$ cat config.mk
export PLATFORM = sky130hd
export DESIGN_NAME = pipe_stage_reg
export DESIGN_NICKNAME = d
export VERILOG_FILES = /design/src/rtl/pipe_stage_reg.sv
export SDC_FILE = /design/constraint.sdc
export NUM_CORES = 1
export LEC_CHECK = 0
export BUFFER_PORTS_ARGS = -buffer_cell sky130_fd_sc_hd__buf_4
export CAP_MARGIN = 15
export CORE_AREA = 2 2 132 134
export CTS_CLUSTER_DIAMETER = 200
export CTS_CLUSTER_SIZE = 8
export DETAILED_ROUTE_END_ITERATION = 16
export DIE_AREA = 0 0 134 136
export HOLD_SLACK_MARGIN = 0.06
export PLACE_DENSITY = 0.69
export SETUP_SLACK_MARGIN = 0.3
export SLEW_MARGIN = 0
export SYNTH_ARGS = -nofsm -noshare
export SYNTH_HDL_FRONTEND = slang
export SYNTH_SLANG_ARGS = --single-unit
$ cat constraint.sdc
create_clock -name clk -period 3 [get_ports clk]
set_clock_uncertainty 0.2 [all_clocks]
set_input_delay 0.6 -clock clk [delete_from_list [all_inputs] [get_ports clk]]
set_output_delay 0.6 -clock clk [all_outputs]
set_load 0.005 [all_outputs]
$ cat src/rtl/pipe_stage_reg.sv
// Parametrised inter-stage pipeline register with valid/ready handshake,
// flush-to-bubble and a saturating bubble counter. Optional skid entry: PIPE_STAGE_SKID_EN.
module pipe_stage_reg #(
    parameter int              INSTR_W   = 32,
    parameter int              PC_W      = 32,
    parameter int              PAYLOAD_W = 97,
    parameter logic [PC_W-1:0] PC_RST    = '0,
    parameter bit              KEEP_PC   = 1'b1,
    parameter int              CNT_W     = 16
) (
    input  logic                 clk,
    input  logic                 reset,
    input  logic                 in_valid,
    output logic                 in_ready,
    input  logic [INSTR_W-1:0]   instr_in,
    input  logic [PC_W-1:0]      pc_in,
    input  logic [PAYLOAD_W-1:0] payload_in,
    input  logic                 flush,
    output logic                 out_valid,
    input  logic                 out_ready,
    output logic [INSTR_W-1:0]   instr_out,
    output logic [PC_W-1:0]      pc_out,
    output logic [PAYLOAD_W-1:0] payload_out,
    output logic [CNT_W-1:0]     bubble_cnt
);

    logic                 vld_q, vld_d;
    logic [INSTR_W-1:0]   instr_q, instr_d;
    logic [PC_W-1:0]      pc_q, pc_d;
    logic [PAYLOAD_W-1:0] pay_q, pay_d;
    logic [CNT_W-1:0]     cnt_q, cnt_d;
    logic                 in_xfer, out_xfer;

`ifdef PIPE_STAGE_SKID_EN
    logic                 rdy_q, rdy_d;
    logic                 skid_vld_q, skid_vld_d;
    logic [INSTR_W-1:0]   skid_instr_q, skid_instr_d;
    logic [PC_W-1:0]      skid_pc_q, skid_pc_d;
    logic [PAYLOAD_W-1:0] skid_pay_q, skid_pay_d;

    // Registered ready; flush only gates it, out_ready never reaches it.
    assign in_ready = rdy_q && !flush;
`else
    assign in_ready = (!vld_q || out_ready) && !flush;
`endif

    assign in_xfer  = in_valid && in_ready;
    assign out_xfer = vld_q && out_ready && !flush;

    always_comb begin
        vld_d   = vld_q;
        instr_d = instr_q;
        pc_d    = pc_q;
        pay_d   = pay_q;
        cnt_d   = (!vld_q && cnt_q != {CNT_W{1'b1}}) ? cnt_q + 1'b1 : cnt_q;
`ifdef PIPE_STAGE_SKID_EN
        skid_vld_d   = skid_vld_q;
        skid_instr_d = skid_instr_q;
        skid_pc_d    = skid_pc_q;
        skid_pay_d   = skid_pay_q;
        if (flush) begin
            vld_d      = 1'b0;
            instr_d    = '0;
            pay_d      = '0;
            pc_d       = KEEP_PC ? pc_q : '0;
            skid_vld_d = 1'b0;
        end else if (out_xfer) begin
            if (skid_vld_q) begin
                vld_d      = 1'b1;
                instr_d    = skid_instr_q;
                pc_d       = skid_pc_q;
                pay_d      = skid_pay_q;
                skid_vld_d = in_xfer;
                if (in_xfer) begin
                    skid_instr_d = instr_in;
                    skid_pc_d    = pc_in;
                    skid_pay_d   = payload_in;
                end
            end else if (in_xfer) begin
                instr_d = instr_in;
                pc_d    = pc_in;
                pay_d   = payload_in;
            end else begin
                vld_d   = 1'b0;
                instr_d = '0;
                pay_d   = '0;
            end
        end else if (in_xfer) begin
            // Output is stalled with a held beat: park the new one in the skid.
            if (vld_q) begin
                skid_vld_d   = 1'b1;
                skid_instr_d = instr_in;
                skid_pc_d    = pc_in;
                skid_pay_d   = payload_in;
            end else begin
                vld_d   = 1'b1;
                instr_d = instr_in;
                pc_d    = pc_in;
                pay_d   = payload_in;
            end
        end
        rdy_d = !skid_vld_d;
`else
        if (flush) begin
            vld_d   = 1'b0;
            instr_d = '0;
            pay_d   = '0;
            pc_d    = KEEP_PC ? pc_q : '0;
        end else if (in_xfer) begin
            vld_d   = 1'b1;
            instr_d = instr_in;
            pc_d    = pc_in;
            pay_d   = payload_in;
        end else if (out_xfer) begin
            // Bubble keeps the last PC visible for EPC capture.
            vld_d   = 1'b0;
            instr_d = '0;
            pay_d   = '0;
        end
`endif
    end

    always_ff @(posedge clk) begin
        if (reset) begin
            vld_q   <= 1'b0;
            instr_q <= '0;
            pc_q    <= PC_RST;
            pay_q   <= '0;
            cnt_q   <= '0;
`ifdef PIPE_STAGE_SKID_EN
            rdy_q        <= 1'b0;
            skid_vld_q   <= 1'b0;
            skid_instr_q <= '0;
            skid_pc_q    <= '0;
            skid_pay_q   <= '0;
`endif
        end else begin
            vld_q   <= vld_d;
            instr_q <= instr_d;
            pc_q    <= pc_d;
            pay_q   <= pay_d;
            cnt_q   <= cnt_d;
`ifdef PIPE_STAGE_SKID_EN
            rdy_q        <= rdy_d;
            skid_vld_q   <= skid_vld_d;
            skid_instr_q <= skid_instr_d;
            skid_pc_q    <= skid_pc_d;
            skid_pay_q   <= skid_pay_d;
`endif
        end
    end

    assign out_valid   = vld_q;
    assign instr_out   = instr_q;
    assign pc_out      = pc_q;
    assign payload_out = pay_q;
    assign bubble_cnt  = cnt_q;

endmodule
==> impl_metrics.tcl <==
set metrics [dict create \
    endpoint_kind "primary output" \
    syn-num-nets 846 \
    timing.final.hold_violations 0 \
    grt.total_usage_pct 21.30 \
    clk_path_buf_depth 2 \
    grt_max_degree 112 \
    overflow 0 \
    place.gp.congestion 0.8118 \
    met1_length_um 7851 \
    yosysTopAreaCellShare_pct 56.81 \
    yosys_most_used_dff "dfxtp_1" \
    vias 6186 \
    cts_resized 0 \
    cts_tree "built" \
    post-route-period-util_pct 79.32 \
    async_flop_share_pct 0 \
    final.setup.tns_ns 0 \
    syn_area_um2 6272 \
    ys_ff_latch 178 \
    critPathRequiredTime_ns 2.20 \
    worstPathArrival_ns 1.58 \
    r2r_setup_slack_ns 0.79 \
    hpwl_um 14160 \
    top_layer "met4" \
    power_w 0.005278 \
    p_int_w 0.004071 \
    grt_pass1_vias 5925 \
    h-tree-depth 4 \
    tightest_slew_ns 0.6839 \
    p_per_area_nw_per_um2 547.7 \
    hold_buffers 0 \
    final_cells 1231 \
    clk_pin_slew_ns 0.07 \
    wl_per_cell_um 16.34 \
    dp_slack_ns 0.7637 \
    clk_latency_ns 0.42 \
    via_per_inst 5.025 \
    dieArea_um2 18220 \
    ys_types 41 \
    finalSetupViolCount 0 \
    drive_gt1_share_pct 38.97 \
    synth_mux_area_share_pct 0.3391 \
    synth_area_per_cell_um2 9.238 \
    reg2reg_to "bubble_cnt[15]" \
    p_comb_share_pct 10.3 \
    startpoint_type "flop" \
    crit_path_start "out_valid" \
    slew_headroom_pct 54.41 \
    yosys.area_share.simple_pct 17.61 \
    synth_cells 679 \
    seqPwrFrac_pct 46.7 \
    ioPinCount 345 \
    wl_met3_um 1866 \
    synthAdderAreaFrac_pct 0.1995 \
    fin_ws_ns 0.6204 \
    vdd_ir_drop_max_v 0.0003630 \
    r2r_cells 5 \
    drtAntennaViolNets 0 \
    synth_area_leaders "dfxtp_1, a22oi_1, nor2_1" \
    antenna_found_initial 0 \
    rsz0062_at_grt "false" \
    synth_edf_count 0 \
    firstDrtPassIters 5 \
    switching_share_pct 22.86 \
    critPathKind "flop to primary output" \
    cp_max_fo 9 \
    portBuffers 344 \
    crit_path_end "in_ready" \
    min_path_type "input pin to flop" \
    route.met2.wl_um 9862 \
    start_util_pct 37.17 \
    dieHeight_um 136 \
    drt_iter0_drc 323 \
    final_cell_mix "buf_4, dfxtp_1, nor2_1, a22oi_1, nand2_1" \
    drc 0 \
    final_common_cell "buf_4" \
    whs_ns 0.2188 \
    syn2layout_area_growth_pct 53.64 \
    cts.sinks 178 \
    synthXorXnorAreaFrac_pct 0.2793 \
    num_antenna_cells 0 \
    drv_cap 0 \
    synth_top_family_by_area "compound AO/OA/AOI/OAI gates" \
    fin_crit_ns 2.380 \
    r2r_start "bubble_cnt[0]" \
    grt_first_pass_wirelength_um 30810 \
    ys_warn_count 0 \
    nets 1160 \
    max_freq_ghz 0.4202 \
    numCtsBuffers 17 \
    wl_um 20120 \
    core_area_um2 16880 \
    yosys.area.top_type "dfxtp_1" \
    p_clk_share_pct 43.0 \
    final-max-slew-violation-count 0 \
    seq_area_frac_synth_pct 56.81 \
    p_leak_nw 4.155 \
    synth_compound_area_share_pct 20.43 \
    dp_cells 1199 \
    die_w_um 134 \
    status "finished clean" \
    num_rows 48 \
    cts_root_buffer "clkbuf_16" \
    post-cts-setup-buffer-count 0 \
    p_switching_w 0.001207 \
]
-- state kept, by name (all words and copies together) (netlist names) --
signal       flops
payload_out     97
instr_out       32
pc_out          32
bubble_cnt      16
out_valid        1
-- cells in the mapped netlist (all sizes together) (2+ instances only) --
cell    instances
o41ai           2
o21ai           2
a21oi          41
nor4            4
nor2b           3
a22oi         129
buf            29
a211oi          2
nand2          70
or3             3
a41oi           2
nand3           8
o31ai           4
xor2            2
or4             4
dfxtp         178
nand4           3
clkbuf         29
nor3            5
inv             4
nor2          141
-- worst max-delay path, stage by stage, from the launching register on --
cell and delay (ns):
dfxtp_1 0.56, nor2b_1 0.38, nor2_1 0.08, buf_4 0.15
-- metal layers --
layer,global-route usage (%),vias up
met5,0,-
met3,8.464,37
met1,23.89,2887
met4,9.102,0
met2,36.01,251
li1,-,3011
-- power groups by stage --
stage          Clock, W  Sequential [W]  Combinational [W]
2_1_floorplan         0         0.00252           0.000216
3_3_place_gp          0         0.00252           0.000540
3_5_place_dp          0         0.00252           0.000546
4_1_cts         0.00233         0.00247           0.000548
5_1_grt         0.00243         0.00247           0.000591
6_report        0.00227         0.00247           0.000543
-- stage by stage --
| stage | utilization [%] | area [um2] |
|---|---|---|
| finish | 57.10 | 9637 |
| global route | 57.10 | 9637 |
| CTS | 57.10 | 9637 |
| detailed placement | 53.54 | 9035 |
| global placement | 53.54 | 9035 |
| floorplan | - | 6272 |
-- kinds of logic (layout without fill, tap and decap cells) --
family / after synthesis / after routing
xor gates and xnor gates: 2 / 2
and+or+nand+nor: 250 / 250
buffers and inverters: 62 / 389
AOI/OAI and AO/OA: 184 / 184
DFF: 178 / 178
muxes: 2 / 2
adders and majority gates: 1 / 1
-- final cells by class --
class                           count  area, um2
Multi-Input combinational cell    439       2450
Timing Repair Buffer              353       2725
Tap cell                          225      281.5
Fill cell                        1542       7239
Inverter                            4      15.01
Clock inverter                     11      151.4
Clock buffer                       21      450.4
Sequential cell                   178       3563
-- worst min-delay path by stage --
stage	startpoint	endpoint	cells past startpoint
after floorplan	pc_out[0]	pc_out[0]	2
after global placement	pc_out[28]	pc_out[28]	2
after global routing	pc_in[29]	pc_out[29]	3
after CTS	payload_in[66]	payload_out[66]	3
final	payload_in[35]	payload_out[35]	3
after detailed placement	pc_out[0]	pc_out[0]	2
No activity file was read; power rests on OpenSTA's default activity.
